<file path="config.mk">
export PLATFORM = sky130hd
export DESIGN_NAME = fetch_stage_flat
export DESIGN_NICKNAME = d
export VERILOG_FILES = /design/src/rtl/riscv_pkg.sv /design/src/rtl/fetch_stage_if.sv /design/src/rtl/fetch_fifo.sv /design/src/rtl/fetch_stage.sv /design/src/flat_wrapper.sv
export SDC_FILE = /design/constraint.sdc
export NUM_CORES = 1
export LEC_CHECK = 0
export BUFFER_PORTS_ARGS = -buffer_cell sky130_fd_sc_hd__buf_2
export CAP_MARGIN = 20
export CORE_MARGIN = 3
export CORE_UTILIZATION = 57
export DETAILED_ROUTE_END_ITERATION = 16
export PLACE_DENSITY = 0.85
export SYNTH_ARGS = -nofsm -noshare
export SYNTH_HDL_FRONTEND = slang
export SYNTH_SLANG_ARGS = --single-unit
</file>
<file path="constraint.sdc">
create_clock -name clk -period 5.5 [get_ports clk]
set_input_delay 0 -clock clk [delete_from_list [all_inputs] [get_ports clk]]
set_output_delay 0 -clock clk [all_outputs]
set_load 0.005 [all_outputs]
</file>
<file path="src/rtl/riscv_pkg.sv">
// Shared RV32I core definitions.
// Fetch optionally uses FETCH_BYPASS_EN for the empty-queue fast path.
package riscv_pkg;
  localparam int XLEN = 32;
  localparam logic [XLEN-1:0] NOP_INSTR = 32'h0000_0013;

  typedef struct packed {
    logic [XLEN-1:0] instr;
    logic [XLEN-1:0] pc;
  } fetch_entry_t;
endpackage

</file>
<file path="src/rtl/fetch_stage_if.sv">
// Instruction-memory request/response bus.
// Master is the fetch stage, slave is the memory.
interface fetch_stage_if;
  import riscv_pkg::*;

  logic            imem_req;
  logic [XLEN-1:0] imem_addr;
  logic            imem_ready;
  logic            imem_rvalid;
  logic [XLEN-1:0] imem_rdata;

  modport master (
    output imem_req,
    output imem_addr,
    input  imem_ready,
    input  imem_rvalid,
    input  imem_rdata
  );

  modport slave (
    input  imem_req,
    input  imem_addr,
    output imem_ready,
    output imem_rvalid,
    output imem_rdata
  );
endinterface

</file>
<file path="src/rtl/fetch_fifo.sv">
// Small synchronous FIFO with push/pop/clear and occupancy count.
// Clear wins over a same-cycle push.
module fetch_fifo
  import riscv_pkg::*;
#(
  parameter int  DEPTH = 2,
  parameter type T     = logic [XLEN-1:0]
) (
  input  logic                   clk,
  input  logic                   reset,
  input  logic                   push,
  input  logic                   pop,
  input  logic                   clear,
  input  T                       din,
  output T                       dout,
  output logic [$clog2(DEPTH):0] count
);
  localparam int AW = $clog2(DEPTH);
  localparam int CW = AW + 1;
  localparam logic [AW-1:0] P1 = AW'(1);
  localparam logic [CW-1:0] C1 = CW'(1);
  localparam logic [CW-1:0] CF = CW'(DEPTH);

  T              mem [DEPTH];
  logic [AW-1:0] wr_ptr;
  logic [AW-1:0] rd_ptr;
  logic          full;
  logic          do_push;
  logic          do_pop;

  assign full    = (count == CF);
  assign do_pop  = pop && (count != '0);
  assign do_push = push && (!full || do_pop);
  assign dout    = mem[rd_ptr];

  // Storage write, no reset needed on data.
  always_ff @(posedge clk) begin
    if (do_push) mem[wr_ptr] <= din;
  end

  // Pointer and occupancy bookkeeping.
  always_ff @(posedge clk) begin
    if (reset || clear) begin
      wr_ptr <= '0;
      rd_ptr <= '0;
      count  <= '0;
    end else begin
      if (do_push) wr_ptr <= wr_ptr + P1;
      if (do_pop)  rd_ptr <= rd_ptr + P1;
      if (do_push && !do_pop)      count <= count + C1;
      else if (do_pop && !do_push) count <= count - C1;
    end
  end
endmodule

</file>
<file path="src/rtl/fetch_stage.sv">
// RV32I instruction fetch: PC, in-order imem requests, prefetch
// queue and IF/ID register. Optional macro: FETCH_BYPASS_EN.
module fetch_stage
  import riscv_pkg::*;
#(
  parameter logic [XLEN-1:0] RESET_PC = 32'h0000_0000,
  parameter int              DEPTH    = 2
) (
  input  logic             clk,
  input  logic             reset,
  fetch_stage_if.master    imem,
  input  logic             StallD,
  input  logic             FlushD,
  input  logic             PCSrcE,
  input  logic [XLEN-1:0]  PCTargetE,
  output logic [XLEN-1:0]  InstrD,
  output logic [XLEN-1:0]  PCD,
  output logic [XLEN-1:0]  PCPlus4D,
  output logic             ValidD
);
  localparam int CW = $clog2(DEPTH) + 1;
  localparam logic [CW-1:0] ONE = CW'(1);
  localparam logic [CW-1:0] LIM = CW'(DEPTH);

  logic [XLEN-1:0] pc_q;
  logic [CW-1:0]   drop_q;
  logic [CW-1:0]   q_count;
  logic [CW-1:0]   p_count;
  logic [CW-1:0]   used;
  logic [CW-1:0]   out_nxt;
  logic [XLEN-1:0] p_dout;
  fetch_entry_t    q_din;
  fetch_entry_t    q_dout;
  logic            req;
  logic            accept;
  logic            rsp;
  logic            dropping;
  logic            keep;
  logic            q_empty;
  logic            q_push;
  logic            q_pop;
  logic            d_adv;
  logic            bypass;

  // Pending-PC FIFO occupancy doubles as the outstanding count.
  assign used     = p_count + q_count;
  assign req      = !reset && (used < LIM);
  assign accept   = req && imem.imem_ready;
  assign rsp      = imem.imem_rvalid && (p_count != '0);
  assign dropping = (drop_q != '0);
  assign keep     = rsp && !dropping;
  assign q_empty  = (q_count == '0);
  assign d_adv    = !FlushD && !StallD;
  assign out_nxt  = p_count + (accept ? ONE : '0) - (rsp ? ONE : '0);

`ifdef FETCH_BYPASS_EN
  assign bypass = keep && q_empty && d_adv && !PCSrcE;
`else
  assign bypass = 1'b0;
`endif

  assign q_push = keep && !bypass;
  assign q_pop  = d_adv && !q_empty;
  assign q_din  = '{instr: imem.imem_rdata, pc: p_dout};

  assign imem.imem_req  = req;
  assign imem.imem_addr = pc_q;

  fetch_fifo #(.DEPTH(DEPTH), .T(logic [XLEN-1:0])) u_pend (
    .clk   (clk),
    .reset (reset),
    .push  (accept),
    .pop   (rsp),
    .clear (1'b0),
    .din   (pc_q),
    .dout  (p_dout),
    .count (p_count)
  );

  fetch_fifo #(.DEPTH(DEPTH), .T(fetch_entry_t)) u_queue (
    .clk   (clk),
    .reset (reset),
    .push  (q_push),
    .pop   (q_pop),
    .clear (PCSrcE),
    .din   (q_din),
    .dout  (q_dout),
    .count (q_count)
  );

  // Fetch PC: redirect beats sequential advance.
  always_ff @(posedge clk) begin
    if (reset)       pc_q <= RESET_PC;
    else if (PCSrcE) pc_q <= PCTargetE;
    else if (accept) pc_q <= pc_q + 32'd4;
  end

  // Discard count: a redirect marks every in-flight word stale.
  always_ff @(posedge clk) begin
    if (reset)                 drop_q <= '0;
    else if (PCSrcE)           drop_q <= out_nxt;
    else if (rsp && dropping)  drop_q <= drop_q - ONE;
  end

  // IF/ID register: flush, stall, then load or bubble.
  always_ff @(posedge clk) begin
    if (reset) begin
      InstrD   <= NOP_INSTR;
      PCD      <= '0;
      PCPlus4D <= 32'd4;
      ValidD   <= 1'b0;
    end else if (FlushD) begin
      InstrD <= NOP_INSTR;
      ValidD <= 1'b0;
    end else if (!StallD) begin
      if (bypass) begin
        InstrD   <= imem.imem_rdata;
        PCD      <= p_dout;
        PCPlus4D <= p_dout + 32'd4;
        ValidD   <= 1'b1;
      end else if (!q_empty) begin
        InstrD   <= q_dout.instr;
        PCD      <= q_dout.pc;
        PCPlus4D <= q_dout.pc + 32'd4;
        ValidD   <= 1'b1;
      end else begin
        InstrD <= NOP_INSTR;
        ValidD <= 1'b0;
      end
    end
  end
endmodule

</file>
<file path="src/flat_wrapper.sv">
// flat-port wrapper written by rule: the top's interface ports become plain ports
module fetch_stage_flat import riscv_pkg::*;
#(
  parameter logic [XLEN-1:0] RESET_PC = 32'h0000_0000,
  parameter int              DEPTH    = 2
)
  (clk, reset, StallD, FlushD, PCSrcE, PCTargetE, InstrD, PCD, PCPlus4D, ValidD, imem_imem_req, imem_imem_addr, imem_imem_ready, imem_imem_rvalid, imem_imem_rdata);
  fetch_stage_if imem_i ();
  input  logic clk;
  input  logic reset;
  input  logic StallD;
  input  logic FlushD;
  input  logic PCSrcE;
  input  logic [XLEN-1:0] PCTargetE;
  output logic [XLEN-1:0] InstrD;
  output logic [XLEN-1:0] PCD;
  output logic [XLEN-1:0] PCPlus4D;
  output logic ValidD;
  output wire logic [$bits(imem_i.imem_req)-1:0] imem_imem_req;
  output wire logic [$bits(imem_i.imem_addr)-1:0] imem_imem_addr;
  input wire logic [$bits(imem_i.imem_ready)-1:0] imem_imem_ready;
  input wire logic [$bits(imem_i.imem_rvalid)-1:0] imem_imem_rvalid;
  input wire logic [$bits(imem_i.imem_rdata)-1:0] imem_imem_rdata;
  assign imem_imem_req = imem_i.imem_req;
  assign imem_imem_addr = imem_i.imem_addr;
  assign imem_i.imem_ready = imem_imem_ready;
  assign imem_i.imem_rvalid = imem_imem_rvalid;
  assign imem_i.imem_rdata = imem_imem_rdata;
  fetch_stage #(.RESET_PC(RESET_PC), .DEPTH(DEPTH)) u_core (.clk(clk), .reset(reset), .imem(imem_i), .StallD(StallD), .FlushD(FlushD), .PCSrcE(PCSrcE), .PCTargetE(PCTargetE), .InstrD(InstrD), .PCD(PCD), .PCPlus4D(PCPlus4D), .ValidD(ValidD));
endmodule
</file>
After elaboration in Yosys (flattened, before gate mapping)
Memories as Yosys holds them, arrays and structs flattened. A register that Yosys moved wholly into a read port is not among the register bits.
Cells that the tools add are included.
- memories kept: 2
- word-level logic and storage cells: 93
- register bits: 139
- input port bits: 71
- RAM bits: 192
- reductions and logical operators: 39
- bitwise logic cells: 3
- add/subtract/negate cells: 14
- order comparisons: 1
- muxes and demuxes: 20
- equality and inequality tests: 2
- memory list (name ; words ; bits a word ; rd ports ; clocked after memory_dff ; wr ports ; line ; text):
    u_core.u_queue.mem ; 2 ; 64 ; 1 ; 1 ; 1 ; fetch_fifo.sv:24 ; T mem [DEPTH];
    u_core.u_pend.mem ; 2 ; 32 ; 1 ; 1 ; 1 ; fetch_fifo.sv:24 ;
- operators with widths (operator ; count):
    $mux W32 ; 3
    $add A32 B3 Y32 const B ; 2
    $logic_and A1 B1 Y1 ; 15
    $reduce_bool A2 Y1 ; 7
    $mux W2 ; 6
    $logic_not A1 Y1 ; 11
    $mux W1 ; 11
    $sub A2 B1 Y2 const B ; 3
    $add A1 B1 Y1 const B ; 4
    $add A2 B1 Y2 const B ; 2
    $add A2 B2 Y2 ; 2
    $eq A2 B2 Y1 const B ; 2
    $logic_or A1 B1 Y1 ; 3
    $not A1 Y1 ; 3
    $reduce_and A3 Y1 ; 1
    $logic_not A2 Y1 ; 1
    $lt A2 B2 Y1 const B ; 1
    $reduce_or A2 Y1 ; 1
    $sub A2 B2 Y2 ; 1

Depth between registers and ports, before layout
- depth after elaboration: 10
- mapped depth: 12

Hierarchy
From an unflattened synthesis, not the netlist that was laid out.
- cells, all modules: 1046
- area total of the unflattened synthesis: 13321.5 um^2
- modules (own cells, without submodules) (module ; instances ; cells each ; seq. area each (um^2) ; area an instance (um^2)):
    fetch_stage ; 1 ; 697 ; 2582.5 ; 5914.4
    fetch_fifo (u_core.u_queue) ; 1 ; 224 ; 3943.8 ; 4868.4
    fetch_fifo (u_core.u_pend) ; 1 ; 125 ; 2021.9 ; 2538.7

Least setup slack after synthesis
No wires, ideal clock.
- path kind: flip-flop to flip-flop
- start point: reg u_core.u_pend.count[1]
- end point: mem u_core.u_queue.mem[0][0] in the netlist's numbering (enable)
- library setup time: 0.487 ns
- data required time: 5.013 ns
- clock period less this slack: 4.198 ns
- cell stages (with the launch flop): 5
- data arrival time: 3.711 ns
- slack: 1.302 ns
- cells stage by stage: dfxtp_1 o21ai_0 inv_1 o311ai_0 nor2_1
- longest elaborated chain between the ends: 6
- RTL lines (item ; line ; text):
    start: declaration ; fetch_fifo.sv:16 ; output logic [$clog2(DEPTH):0] count
    start signal: assignment ; fetch_fifo.sv:50 ; if (do_push && !do_pop) count <= count + C1;
    start signal: assignment ; fetch_fifo.sv:51 ; else if (do_pop && !do_push) count <= count - C1;
    $reduce_bool A2 Y1 ; fetch_stage.sv:49 ; assign rsp = imem.imem_rvalid && (p_count != '0);
    $logic_and A1 B1 Y1 ; fetch_stage.sv:49 ;
    $logic_and A1 B1 Y1 ; fetch_stage.sv:51 ; assign keep = rsp && !dropping;
    $logic_and A1 B1 Y1 ; fetch_fifo.sv:33 ; assign do_push = push && (!full || do_pop);
    $mux W1 ; fetch_fifo.sv:38 ; if (do_push) mem[wr_ptr] <= din;
    $mux W1 (not written as such) ; fetch_fifo.sv:38 ;
    end: declaration ; fetch_fifo.sv:24 ;
Every way passes these cells.

==> flow_metrics.tcl <==
set metrics [dict create \
    post-route-drc-count 0 \
    yosysWarnings 0 \
    clock_skew_ps 22.5 \
    whs_endpoint "u_core.u_pend.count[0]$_SDFFE_PP0P_" \
    cts_buffers 34 \
    synth_most_common_cell "edfxtp_1" \
    numPortBuffers 200 \
    grt-ovfl-total 0 \
    leakage_uw 0.00589 \
    synth_nets 1183 \
    holdPathStages 2 \
    report.final.slew_viol_count 0 \
    synth_edf_count 192 \
    area_growth_pct 22.7 \
    setup.worst_path.class "flop to flop" \
    grt_pass1_wl_mm 53.1 \
    power.density_nw_per_um2 377 \
    seq_area_frac_synth_pct 63.8 \
    core_area_um2 22800 \
    ctsHtreeMaxLevel 2 \
    setup_ws_ps 2430 \
    wl_mm 33.9 \
    fin_tns_setup_ps 0 \
    grt_antenna_before_repair 1 \
    dp_slack_ps 2460 \
    ios 201 \
    vdd_ir_drop_max_mv 0.224 \
    drive_gt1_share_pct 23.0 \
    vias 10100 \
    place_hpwl_mm 20.4 \
    synth_cells 1105 \
    post_dp_cell_area_um2 14600 \
    start_util_pct 58.7 \
    r2r_cells 6 \
    syn_area_um2 13400 \
    drt_iter0_drc 1071 \
    rsz0062_at_grt "no" \
    min_from "reset" \
    synth_area_leaders "edfxtp_1 43%, dfxtp_1 21%, mux2i_1 4.3%" \
    worstMarginPinSlew_ps 979 \
    maxCapViolations 0 \
    detail-route-antenna-nets 0 \
    outcome "completed" \
    post-route-min-period_ps 3070 \
    rows 55 \
    synth_async_sr_flop_share_pct 0 \
    via_per_inst 5.99 \
    finalSetupViolations 0 \
    synth.top_cell.area_share_pct 43.0 \
    fmax_mhz 326 \
    synth.avg_cell_area_um2 12.1 \
    cts_tree "yes" \
    synth.distinct_cells 60 \
    hp-class "input port to flop" \
    r2r_slack_ps 2430 \
    gp_congestion 0.881 \
    clkLatencyLatePin_ps 520 \
    wl_per_cell_um 20.0 \
    clock_sinks 331 \
    clk_pin_slew_ps 70 \
    layout.nets 1432 \
    cts-root-buf "clkbuf_16" \
    reg2reg_to "u_core.PCPlus4D[26]$_SDFFE_PP0P_" \
    grt_use_total_pct 25.7 \
    synthTopCellsByCount "192 x edfxtp_1, 140 x nor2_1, 139 x dfxtp_1" \
    grt_max_degree 92 \
    yosys.area.top_type "edfxtp_1" \
    critical_path_required_ps 5930 \
    fillCellCount 1462 \
    clk_path_buf_depth 3 \
    critPathArrivalTime_ps 3490 \
    die_x_um 159 \
    die_area_um2 25400 \
    synth_flop_cell "edfxtp_1" \
    post-route-period-util_pct 55.8 \
    critPathLaunchType "flop" \
    die_h_um 159 \
    maxSlewHeadroom_pct 34.6 \
    crit_fanout 61 \
    grt_pass1_vias 9824 \
    dr.pass1.iters 7 \
    final_area_um2 16400 \
    ys_ff_latch 331 \
    endpoint_kind "flop" \
    hold_viol 0 \
]
[timing repair]
action / CTS / global route
resized for setup: 0 / 0
hold buffers: 68 / 0
setup buffers: 0 / 0
endpoints found under the hold margin: 105 / 0
[metrics by stage]
stage	utilization (%)	total power [µW]	hold slack (ps)	instances
final	72.0	6200	39.9	1694
after global routing	72.0	6420	60.4	1694
after CTS	71.7	6160	25.8	1691
after detailed placement	64.0	3920	195	1561
after global placement	64.0	3880	189	1561
after floorplan	-	3630	98.9	1105
[critical path: stages (launching register included)]
cell,delay [ps]
dfxtp_4,680
buf_4,780
nand3_1,250
a22oi_1,280
nand3_1,220
or4_1,630
o311ai_1,90
[worst max-delay path by stage]
stage                                   startpoint                                  end  slack [ps]  cells past startpoint
5_1_grt                                       flop     u_core.PCPlus4D[26]$_SDFFE_PP0P_        2240                      6
6_report                                      flop     u_core.PCPlus4D[26]$_SDFFE_PP0P_        2430                      6
4_1_cts                                       flop     u_core.PCPlus4D[28]$_SDFFE_PP0P_        2510                      6
3_3_place_gp                                StallD  u_core.u_queue.mem[1][54]$_DFFE_PP_        2580                      8
2_1_floorplan  u_core.u_pend.count[1]$_SDFFE_PP0P_   u_core.u_queue.mem[0][0]$_DFFE_PP_        1300                      4
3_5_place_dp                                StallD  u_core.u_queue.mem[1][54]$_DFFE_PP_        2460                      8
[flip-flops by register name (all words and copies together), names as in the netlist, named ones only]
name                   flops
u_core.drop_q              2
u_core.PCD                30
u_core.u_pend.wr_ptr       1
u_core.u_pend.rd_ptr       1
u_core.ValidD              1
u_core.InstrD             32
u_core.u_queue.wr_ptr      1
u_core.u_pend.mem         64
u_core.imem.imem_addr     32
u_core.u_queue.mem       128
u_core.PCPlus4D           32
u_core.u_pend.count        2
u_core.u_queue.count       2
u_core.u_queue.rd_ptr      1
[logic make-up (layout without fill, tap and decap cells)]
| family | after synthesis | after routing | synth area share, % |
|---|---|---|---|
| AND/OR/NAND/NOR | 343 | 343 | 12.4 |
| flip-flops | 331 | 331 | 63.8 |
| AO/OA/AOI/OAI | 198 | 198 | 10.1 |
| multiplexers | 97 | 97 | 7.61 |
| buffers and inverters | 89 | 364 | 2.73 |
| XOR/XNOR | 40 | 40 | 2.67 |
| adder cells (fa/ha/maj) | 7 | 7 | 0.653 |
| other | 0 | 1 | 0 |
[final cells by class]
type | instances | area (µm²) | area share (%)
inverter | 20 | 75.1 | 0.456
antenna | 1 | 2.50 | 0.0152
sequential | 331 | 8550 | 52.0
clock buffer | 52 | 980 | 5.96
multi-input combinational | 685 | 4520 | 27.5
tap | 313 | 392 | 2.38
timing repair buffer | 282 | 1830 | 11.1
clock inverter | 10 | 100 | 0.609
[layout by cell type (no fill, tap or decap), drive strengths merged, types with 6 or more instances in the layout]
cell         Yosys  routed
buf             25     214
nand4           15      15
ha               7       7
inv             19      20
nand3           54      54
nand3b          15      15
o31ai            9       9
xnor2           21      21
clkbuf          44      52
mux2            39      39
or3             13      13
a211oi          47      47
nand2           52      52
clkinv           1       9
o21ai           29      29
mux2i           58      58
dlygate4sd3      0      68
or4              8       8
o211ai           6       6
xor2            19      19
o311ai           9       9
nor3            18      18
a22oi            8       8
dfxtp          139     139
nor2           140     140
a311oi          14      14
a21oi           46      46
edfxtp         192     192
o2111ai         10      10
[metal layers]
| metal | global-route usage, % | share of wire [%] | vias up |
|---|---|---|---|
| met2 | 41.2 | 47 | 572 |
| met5 | 0 | 0 | - |
| li1 | - | - | 4627 |
| met4 | 9.31 | 3.3 | 0 |
| met3 | 4.27 | 8.8 | 109 |
| met1 | 35.7 | 41 | 4841 |
[power breakdown]
group	internal [µW]	leakage [µW]	switching, µW
sequential	2910	0.00289	149
clock	1290	0.000526	936
combinational	374	0.00247	547
Power figures use the tool's default switching activity.
